`src/rtl/core0_pkg.sv`:
```
// Shared definitions for the core0 multi-cycle RV32I-subset core: opcodes, FSM states,
// ALU operations, immediate formats and the two small helpers the datapath uses.
package core0_pkg;

    localparam logic [6:0] OP_LOAD   = 7'h03;
    localparam logic [6:0] OP_STORE  = 7'h23;
    localparam logic [6:0] OP_IMM    = 7'h13;
    localparam logic [6:0] OP_REG    = 7'h33;
    localparam logic [6:0] OP_BRANCH = 7'h63;
    localparam logic [6:0] OP_JAL    = 7'h6F;

    typedef enum logic [2:0] {ALU_ADD, ALU_SUB, ALU_AND, ALU_OR, ALU_SLT} alu_op_e;
    typedef enum logic [2:0] {FETCH, DECODE, EXEC, MEM, WB, TRAP} mc_state_e;
    typedef enum logic [1:0] {IMM_I, IMM_S, IMM_B, IMM_J} imm_fmt_e;

    function automatic logic [31:0] build_imm(input imm_fmt_e fmt, input logic [31:0] ir);
        logic [31:0] imm;
        case (fmt)
            IMM_S:   imm = {{20{ir[31]}}, ir[31:25], ir[11:7]};
            IMM_B:   imm = {{19{ir[31]}}, ir[31], ir[7], ir[30:25], ir[11:8], 1'b0};
            IMM_J:   imm = {{11{ir[31]}}, ir[31], ir[19:12], ir[20], ir[30:21], 1'b0};
            default: imm = {{20{ir[31]}}, ir[31:20]};
        endcase
        return imm;
    endfunction

    function automatic logic [31:0] alu(input alu_op_e op, input logic [31:0] a,
                                        input logic [31:0] b);
        logic [31:0] r;
        case (op)
            ALU_SUB: r = a - b;
            ALU_AND: r = a & b;
            ALU_OR:  r = a | b;
            ALU_SLT: r = {31'b0, $signed(a) < $signed(b)};
            default: r = a + b;
        endcase
        return r;
    endfunction

endpackage

```
`src/rtl/core0_mc_decode.sv`:
```
// Combinational instruction decoder: classifies the latched instruction word and flags
// anything outside the supported subset as illegal.
module core0_mc_decode
    import core0_pkg::*;
(
    input  logic [31:0] ir,
    output alu_op_e     alu_op,
    output imm_fmt_e    imm_fmt,
    output logic        is_load,
    output logic        is_store,
    output logic        is_branch,
    output logic        is_jal,
    output logic        reg_write,
    output logic        illegal
);

    logic [6:0] opcode;
    logic [2:0] f3;
    logic [6:0] f7;
    logic       unused_fields;

    assign opcode        = ir[6:0];
    assign f3            = ir[14:12];
    assign f7            = ir[31:25];
    assign unused_fields = ^{ir[24:15], ir[11:7]};

    always_comb begin
        // NOTE: every output gets a default first, so no path through the case leaves a latch.
        alu_op    = ALU_ADD;
        imm_fmt   = IMM_I;
        is_load   = 1'b0;
        is_store  = 1'b0;
        is_branch = 1'b0;
        is_jal    = 1'b0;
        reg_write = 1'b0;
        illegal   = 1'b0;
        case (opcode)
            OP_LOAD: begin
                is_load   = 1'b1;
                reg_write = 1'b1;
                illegal   = (f3 != 3'b010);
            end
            OP_STORE: begin
                is_store = 1'b1;
                imm_fmt  = IMM_S;
                illegal  = (f3 != 3'b010);
            end
            OP_IMM, OP_REG: begin
                reg_write = 1'b1;
                case (f3)
                    3'b000:  alu_op = (opcode == OP_REG && f7[5]) ? ALU_SUB : ALU_ADD;
                    3'b111:  alu_op = ALU_AND;
                    3'b110:  alu_op = ALU_OR;
                    3'b010:  alu_op = ALU_SLT;
                    default: illegal = 1'b1;
                endcase
                // Only sub may carry a non-zero funct7 among the register-register ops.
                if (opcode == OP_REG && !(f7 == 7'h00 || (f7 == 7'h20 && f3 == 3'b000)))
                    illegal = 1'b1;
            end
            OP_BRANCH: begin
                is_branch = 1'b1;
                imm_fmt   = IMM_B;
                illegal   = (f3[2:1] != 2'b00);
            end
            OP_JAL: begin
                is_jal    = 1'b1;
                reg_write = 1'b1;
                imm_fmt   = IMM_J;
            end
            default: illegal = 1'b1;
        endcase
    end

endmodule

```
`src/rtl/core0_multicycle.sv`:
```
// Multi-cycle RV32I-subset core with one shared req/ready memory port.
// Build option CORE0_RETIRE_CNT_EN enables the retired-instruction counter on retire_cnt.
module core0_multicycle
    import core0_pkg::*;
#(
    parameter logic [31:0] RESET_VEC = 32'h0000_0000,
    parameter int          NREGS     = 32,
    parameter int          XLEN      = 32
) (
    input  logic        clk,
    input  logic        rst_n,
    output logic        mem_req,
    output logic        mem_we,
    output logic [31:0] mem_addr,
    output logic [31:0] mem_wdata,
    input  logic        mem_ready,
    input  logic [31:0] mem_rdata,
    output logic        halted,
    output logic [31:0] retire_cnt
);

    localparam int RW = $clog2(NREGS);

    if (XLEN != 32) begin : g_bad_xlen
        $error("core0_multicycle: XLEN must be 32");
    end
    if (NREGS != 32 && NREGS != 16) begin : g_bad_nregs
        $error("core0_multicycle: NREGS must be 32 or 16");
    end

    mc_state_e   state;
    logic [31:0] pc, ir, a_q, b_q, imm_q, addr_q, res_q;
    logic [31:0] regs [NREGS];

    alu_op_e  alu_op;
    imm_fmt_e imm_fmt;
    logic     is_load, is_store, is_branch, is_jal, reg_write, illegal;

    core0_mc_decode u_decode (
        .ir        (ir),
        .alu_op    (alu_op),
        .imm_fmt   (imm_fmt),
        .is_load   (is_load),
        .is_store  (is_store),
        .is_branch (is_branch),
        .is_jal    (is_jal),
        .reg_write (reg_write),
        .illegal   (illegal)
    );

    logic [RW-1:0] rs1_idx, rs2_idx, rd_idx;
    logic          is_reg, uses_rs2, bad_reg, taken;
    logic [31:0]   alu_res, tgt;

    assign rs1_idx  = ir[15 +: RW];
    assign rs2_idx  = ir[20 +: RW];
    assign rd_idx   = ir[7 +: RW];
    assign is_reg   = (ir[6:0] == OP_REG);
    assign uses_rs2 = is_store || is_branch || is_reg;
    // RV32E: any referenced register above x15 is an illegal instruction.
    assign bad_reg  = (NREGS == 16) &&
                      ((reg_write && ir[11]) || (!is_jal && ir[19]) || (uses_rs2 && ir[24]));
    assign alu_res  = alu(alu_op, a_q, is_reg ? b_q : imm_q);
    assign tgt      = pc + imm_q;
    assign taken    = is_branch && ((a_q == b_q) ^ ir[12]);

    always_ff @(posedge clk or negedge rst_n) begin
        if (!rst_n) begin
            state  <= FETCH;
            pc     <= RESET_VEC;
            ir     <= '0;
            a_q    <= '0;
            b_q    <= '0;
            imm_q  <= '0;
            addr_q <= '0;
            res_q  <= '0;
        end else begin
            // NOTE: state is updated with <= so every branch sees the pre-edge values.
            case (state)
                FETCH: if (mem_ready) begin
                    ir    <= mem_rdata;
                    state <= DECODE;
                end
                DECODE: if (illegal || bad_reg) begin
                    state <= TRAP;
                end else begin
                    a_q   <= regs[rs1_idx];
                    b_q   <= regs[rs2_idx];
                    imm_q <= build_imm(imm_fmt, ir);
                    state <= EXEC;
                end
                EXEC: begin
                    if (is_branch) begin
                        if (taken && tgt[1]) state <= TRAP;
                        else begin
                            pc    <= taken ? tgt : pc + 32'd4;
                            state <= FETCH;
                        end
                    end else if (is_jal) begin
                        if (tgt[1]) state <= TRAP;
                        else begin
                            pc    <= tgt;
                            res_q <= pc + 32'd4;
                            state <= WB;
                        end
                    end else if (is_load || is_store) begin
                        if (alu_res[1:0] != 2'b00) state <= TRAP;
                        else begin
                            addr_q <= alu_res;
                            pc     <= pc + 32'd4;
                            state  <= MEM;
                        end
                    end else begin
                        res_q <= alu_res;
                        pc    <= pc + 32'd4;
                        state <= WB;
                    end
                end
                MEM: if (mem_ready) begin
                    if (is_load) begin
                        res_q <= mem_rdata;
                        state <= WB;
                    end else begin
                        state <= FETCH;
                    end
                end
                WB:      state <= FETCH;
                TRAP:    state <= TRAP;
                default: state <= TRAP;
            endcase
        end
    end

    always_ff @(posedge clk or negedge rst_n) begin
        if (!rst_n) begin
            // NOTE: the register file is reset explicitly because all registers must read 0 after reset.
            for (int i = 0; i < NREGS; i++) regs[i] <= '0;
        end else if (state == WB && reg_write && rd_idx != '0) begin
            regs[rd_idx] <= res_q;
        end
    end

    // rst_n gates the request so a pending transaction is withdrawn the moment reset asserts.
    assign mem_req   = rst_n && (state == FETCH || state == MEM);
    assign mem_we    = rst_n && (state == MEM) && is_store;
    assign mem_wdata = mem_we ? b_q : '0;
    assign halted    = (state == TRAP);

    always_comb begin
        mem_addr = '0;
        if (rst_n && state == FETCH) mem_addr = pc;
        else if (rst_n && state == MEM) mem_addr = addr_q;
    end

`ifdef CORE0_RETIRE_CNT_EN
    logic        retire;
    logic [31:0] retire_q;

    assign retire = (state == EXEC && is_branch && !(taken && tgt[1])) ||
                    (state == MEM && mem_ready && is_store) ||
                    (state == WB);

    always_ff @(posedge clk or negedge rst_n) begin
        if (!rst_n) retire_q <= '0;
        else if (retire) retire_q <= retire_q + 32'd1;
    end

    assign retire_cnt = retire_q;
`else
    assign retire_cnt = '0;
`endif

endmodule

```
`config.mk`:
```
export PLATFORM = sky130hd
export DESIGN_NAME = core0_multicycle
export DESIGN_NICKNAME = d
export VERILOG_FILES = /design/src/rtl/core0_pkg.sv /design/src/rtl/core0_mc_decode.sv /design/src/rtl/core0_multicycle.sv
export SDC_FILE = /design/constraint.sdc
export NUM_CORES = 2
export LEC_CHECK = 0
export ABC_CLOCK_PERIOD_IN_PS = 8300
export BUFFER_PORTS_ARGS = -buffer_cell sky130_fd_sc_hd__buf_2
export CORE_AREA = 3 3 378 380
export DETAILED_ROUTE_END_ITERATION = 12
export DIE_AREA = 0 0 381 383
export HOLD_SLACK_MARGIN = 0.05
export PLACE_DENSITY_LB_ADDON = 0.15
export SYNTH_ARGS = -nofsm -noshare
export SYNTH_HDL_FRONTEND = slang
export SYNTH_SLANG_ARGS = --single-unit
```
`constraint.sdc`:
```
create_clock -name clk -period 8.3 [get_ports clk]
set_input_delay 1.66 -clock clk [delete_from_list [all_inputs] [get_ports clk]]
set_output_delay 1.66 -clock clk [all_outputs]
set_load 0.05 [all_outputs]
```
==> Yosys cells after proc, flatten, opt, wreduce, memory -nomap -nowiden <==
Index checks and enable logic that the tools add are counted.
{ "word_totals": {"regBits": 1240, "out_inout_bits": 99, "word_cells": 177} }
{ "classes": {"add_sub_neg": 4, "order_cmp": 5, "eq_ne": 33, "mux": 52, "n_bitwise": 10, "reduce_logical": 33} }
{ "op_table": {"columns": ["cell", "n"], "rows": [
  ["bitwise mux 1024 bit", 1],
  ["2-to-1 mux 32 bit", 22],
  ["binary-select mux 32 bit (select 5 bit)", 2],
  ["demux 32 bit (select 5 bit)", 1],
  ["case mux 32 bit (4 select lines)", 1],
  ["adder 32 bit", 2],
  ["case mux 32 bit (2 select lines)", 1],
  ["case mux 20 bit (3 select lines)", 1],
  ["adder 32 x 3 -> 32 bit, second input constant", 1],
  ["AND 32 bit", 1],
  ["equality test 32 bit", 1],
  ["< comparator 32 bit", 1],
  ["bitwise OR 32 bit", 1],
  ["subtractor 32 bit", 1],
  ["2-to-1 mux 3 bit", 10],
  ["equality test 7 x 6 -> 1 bit, second input constant", 3],
  [">= comparator 6 bit, second input constant", 3],
  ["NOT 5 -> 6 bit", 3],
  ["equality test 3 x 2 -> 1 bit, second input constant", 5],
  ["equality test 3 bit, second input constant", 5],
  ["case mux 3 bit (5 select lines)", 1],
  ["equality test 7 bit, second input constant", 2],
  ["logical AND 1 bit", 12],
  ["case mux 3 bit (4 select lines)", 1],
  ["other kinds (27)", 55]
]} }

==> Depth between registers and ports, before layout <==
{ "depth": {"ltp_word": 13, "mapped_depth": 20, "ltp_nobuf": 17} }

==> Modules after synthesis <==
From an unflattened synthesis, not the netlist that was laid out.
{ "unflattened": {"cells_unflattened": 5296, "area_unflattened_um2": 71209.5} }
{ "modules_own_cells": {"columns": ["mod", "n_inst", "cells_per_inst", "area_each_um2"], "rows": [
  ["core0_multicycle", 1, 5263, 71000.6],
  ["core0_mc_decode", 1, 33, 209.0]
]} }

==> Worst setup path after synthesis <==
Ideal clock, no wire load.
{ "synth_path": {"kind": "input port to output port", "from": "input port rst_n", "to": "output port mem_wdata[22]", "arrival_time_ns": 3.286, "t_required_ns": 6.640, "setup_slack_ns": 3.354, "path_stages": 5, "path_buffers": 2, "cell_sequence": "and2_1 -> clkbuf_1 -> and3_1 -> clkbuf_1 -> and2_1"} }
{ "synth_via": {"elab_chain_cells": 3} }
{ "synth_rtl": {"columns": ["element", "line", "source"], "rows": [
  ["start, declared", "core0_multicycle.sv:11", "input logic rst_n,"],
  ["logical AND 1 bit (2 in a row)", "core0_multicycle.sv:145", "assign mem_we = rst_n && (state == MEM) && is_store;"],
  ["named net mem_we", "core0_multicycle.sv:13", "output logic mem_we,"],
  ["2-to-1 mux 32 bit", "core0_multicycle.sv:146", "assign mem_wdata = mem_we ? b_q : '0;"],
  ["end, declared", "core0_multicycle.sv:15", "output logic [31:0] mem_wdata,"]
]} }
The timed path passes the listed nets, and every way through them passes these cells.

==> Final worst setup path <==
{ "layout_path": {"from": "register ir[2]", "to": "register res_q[22]"} }
{ "layout_via": {"elab_chain_cells": 11, "word_cells_on_any_way": 35} }
{ "layout_rtl": {"columns": ["element", "line", "source"], "rows": [
  ["start, declared", "core0_multicycle.sv:32", "logic [31:0] pc, ir, a_q, b_q, imm_q, addr_q, res_q;"],
  ["start signal, assigned", "core0_multicycle.sv:81", "ir <= mem_rdata;"],
  ["branches (longest 11 deep; another with adder 32 bit)", null, null],
  ["end signal, assigned", "core0_multicycle.sv:103", "res_q <= pc + 32'd4;"],
  ["end signal, assigned", "core0_multicycle.sv:114", "res_q <= alu_res;"],
  ["end signal, assigned", "core0_multicycle.sv:121", "res_q <= mem_rdata;"],
  ["end, declared", "core0_multicycle.sv:32", null]
]} }
Parallel ways; which one is timed is not known. The select of a mux whose other input is x is not followed.
A chain may end at the register's enable or synchronous reset.

==> flow_summary.toml <==
[outcome]
status = "completed"

[sta]
fin_crit_ns = 5.62
finalClockSkew_ns = 0.0419
grt_setup_unrepaired = "false"
max_slew.worst_pin.slew_ns = 1.33
fmax_mhz = 178
setup_violations = 0
period_share_pct = 67.7
tns_ns = 0
holdWs_ns = 0.393
final_hold_viol_count = 0
slew_headroom_pct = 11.1
worst_slack_ns = 2.68
slew_viol_final = 0

[routing]
drt_first_pass_iters = 6
vias_per_cell = 6.73
drt-total-wl_um = 230000
drc = 0
vias = 47900
wl_per_cell_um = 32.4
drt_iter0_markers = 4984
ant_nets = 0

[die]
chipHeight_um = 383
pin_count = 134
die_w_um = 381
coreArea_um2 = 140000
rows = 137
initial_core_util_pct = 50.9
die_area_um2 = 146000

[worst_setup_path]
startpoint_type = "flop"
crit_path_frequent_cell = "nor2_1"
critPathKind = "reg2reg"
crit_chain = "nand4bb_4 > nor4bb_4 > buf_4 > mux2_2 > ha_1 > fa_1 > nor2_1 > o221ai_1 > a211oi_1 > o2111ai_1 > a31oi_1 > nor2_1 > o21bai_1 > a21oi_1 > a221o_1 > a221oi_1 > o21ai_0"
cp-startpoint = "ir[2]"
required_ns = 8.94
crit_fanout = 35
cp_slowest_cell = "buf_4"
cp-end-kind = "flop"
slowest_delay_ns = 0.48
crit_arrival_ns = 6.26
r2r-start = "ir[2]"

[power_and_ir_drop]
power_mw = 18.8
power_leakage_nw = 35.6
vdd_drop_max_mv = 0.319
powerDensity_nw_per_um2 = 242

[clock_tree]
insertion_delay_ns = 0.79
cts_resized = 0
h-tree-depth = 4
ctsHoldBuffers = 0
cts_buffers = 141
clock-sinks = 1240
tritoncts = "yes"
ctsRootBufferMaster = "clkbuf_16"
clk_pin_slew_ns = 0.06
cts_buffer_depth = 3
postCtsSetupBuffers = 0

[hold_path]
min_from = "regs[999]"
hp-class = "reg2reg"

[global_route]
grt_pass1_vias = 47500
grt_overflow = 0
grt_pass1_wl_um = 338000
antenna_found_initial = 15
grt_max_degree = 181
track_usage_pct = 31.6

[cells_and_area]
stdcell_area_um2 = 77800
final_cells = 7115
drive_gt1_share_pct = 41.8
syn_to_final_growth_pct = 9.53
nets = 5298
regArea_um2 = 31100
fill_cells = 11500
final_core_util_pct = 55.8
multi_input_area_um2 = 37700

[placement]
pre_cts_ws_ns = 2.81
gp_congestion = 0.967
io_buffers = 101
dp_hpwl_um = 136000
dp_cells = 6864
placed_cell_area_um2 = 72900

[synth]
yosys_warnings = 0
yosysSeqAreaShare_pct = 43.7
avgSynthCellArea_um2 = 13.4
yosys.cell_count.top_type = "dfrtp_1"
synth-edff-count = 0
async_reset_ff_share_pct = 100
synth_area_leaders = "dfrtp_1 44%, mux4_2 20%, mux2_2 16%"
syn-instance-count = 5315
ys_top_cells_by_count = "1240 x dfrtp_1, 1041 x mux2_2, 640 x mux4_2"
synth-seq-cells = 1240
synth_top_area_share_pct = 43.7
syn_area_um2 = 71100
yosysUniqueCellTypes = 89
synthFlopType = "dfrtp_1"
synth.largest_area_cell = "dfrtp_1"

[flow_run]
maxCapViolCount = 0
[cell families (layout without fill, tap and decap cells)]
logic type | Yosys count | after routing | synth area share (%)
flip-flops | 1240 | 1240 | 43.7
other | 1 | 34 | 0.00528
AND/OR/NAND/NOR | 706 | 706 | 4.72
adder cells (fa/ha/maj) | 132 | 132 | 2.36
multiplexers | 1754 | 1754 | 37.8
AO/OA/AOI/OAI | 726 | 726 | 6.51
XOR/XNOR | 87 | 87 | 1.07
buffers and inverters | 669 | 560 | 3.86
[final timing paths]
kind | end | slack [ns] | cells after the start
min reg2reg | regs[999] | 0.39 | 0
min | regs[999] | 0.39 | 0
min in group asynchronous | pc[31] | 0.68 | 1
max in group asynchronous | ir[17] | 4.09 | 4
max reg2reg | res_q[22] | 2.68 | 17
max | res_q[22] | 2.68 | 17
[critical path, delay by kind of cell (launching register included)]
family	cells	cell delay (ns)
compound gates	9	2.55
fa+ha+maj	2	0.67
buf+inv	1	0.48
flops	1	0.41
mux	1	0.44
simple gates	4	0.90
[state kept, by name (all words and copies together), names as in the netlist, 21 cells and up]
name	flops
regs	1024
a_q	32
addr_q	32
b_q	32
ir	32
pc	32
res_q	32
imm_q	21
[where the power goes]
group	switching [mW]	total, mW	internal [mW]
registers	0.914	7.14	6.22
logic	3.04	5.02	1.98
clock network	2.62	6.66	4.04
[cell type report]
| cell class | count | share of cell area (%) |
|---|---|---|
| Multi-Input combinational cell | 3437 | 48.5 |
| Sequential cell | 1240 | 39.9 |
| Clock buffer | 203 | 5.50 |
| Tap cell | 1876 | 3.02 |
| Timing Repair Buffer | 194 | 1.68 |
| Clock inverter | 46 | 0.855 |
| Inverter | 117 | 0.564 |
| Antenna cell | 2 | 0.00643 |
[layer usage]
metal	up-vias	part of all wire, %	global-route usage [%]
met5	-	0.015	0
met4	4	3.7	10.7
met3	424	8.2	6.44
met2	2047	46	49.1
met1	25700	42	44.8
li1	19700	-	-
[layout by cell type (no fill, tap or decap), drive strengths merged, types with 32 or more instances in the layout]
cell	n
buf	194
mux2	1042
ha	129
dfrtp	1240
clkbuf	203
a21o	49
mux4	640
a22o	33
and2	44
mux2i	72
conb	32
a21oi	209
inv	117
nand3	57
xnor2	36
nand2	249
o21ai	210
xor2	51
nor2	176
Note: power is estimated with default switching activity, not from simulation.
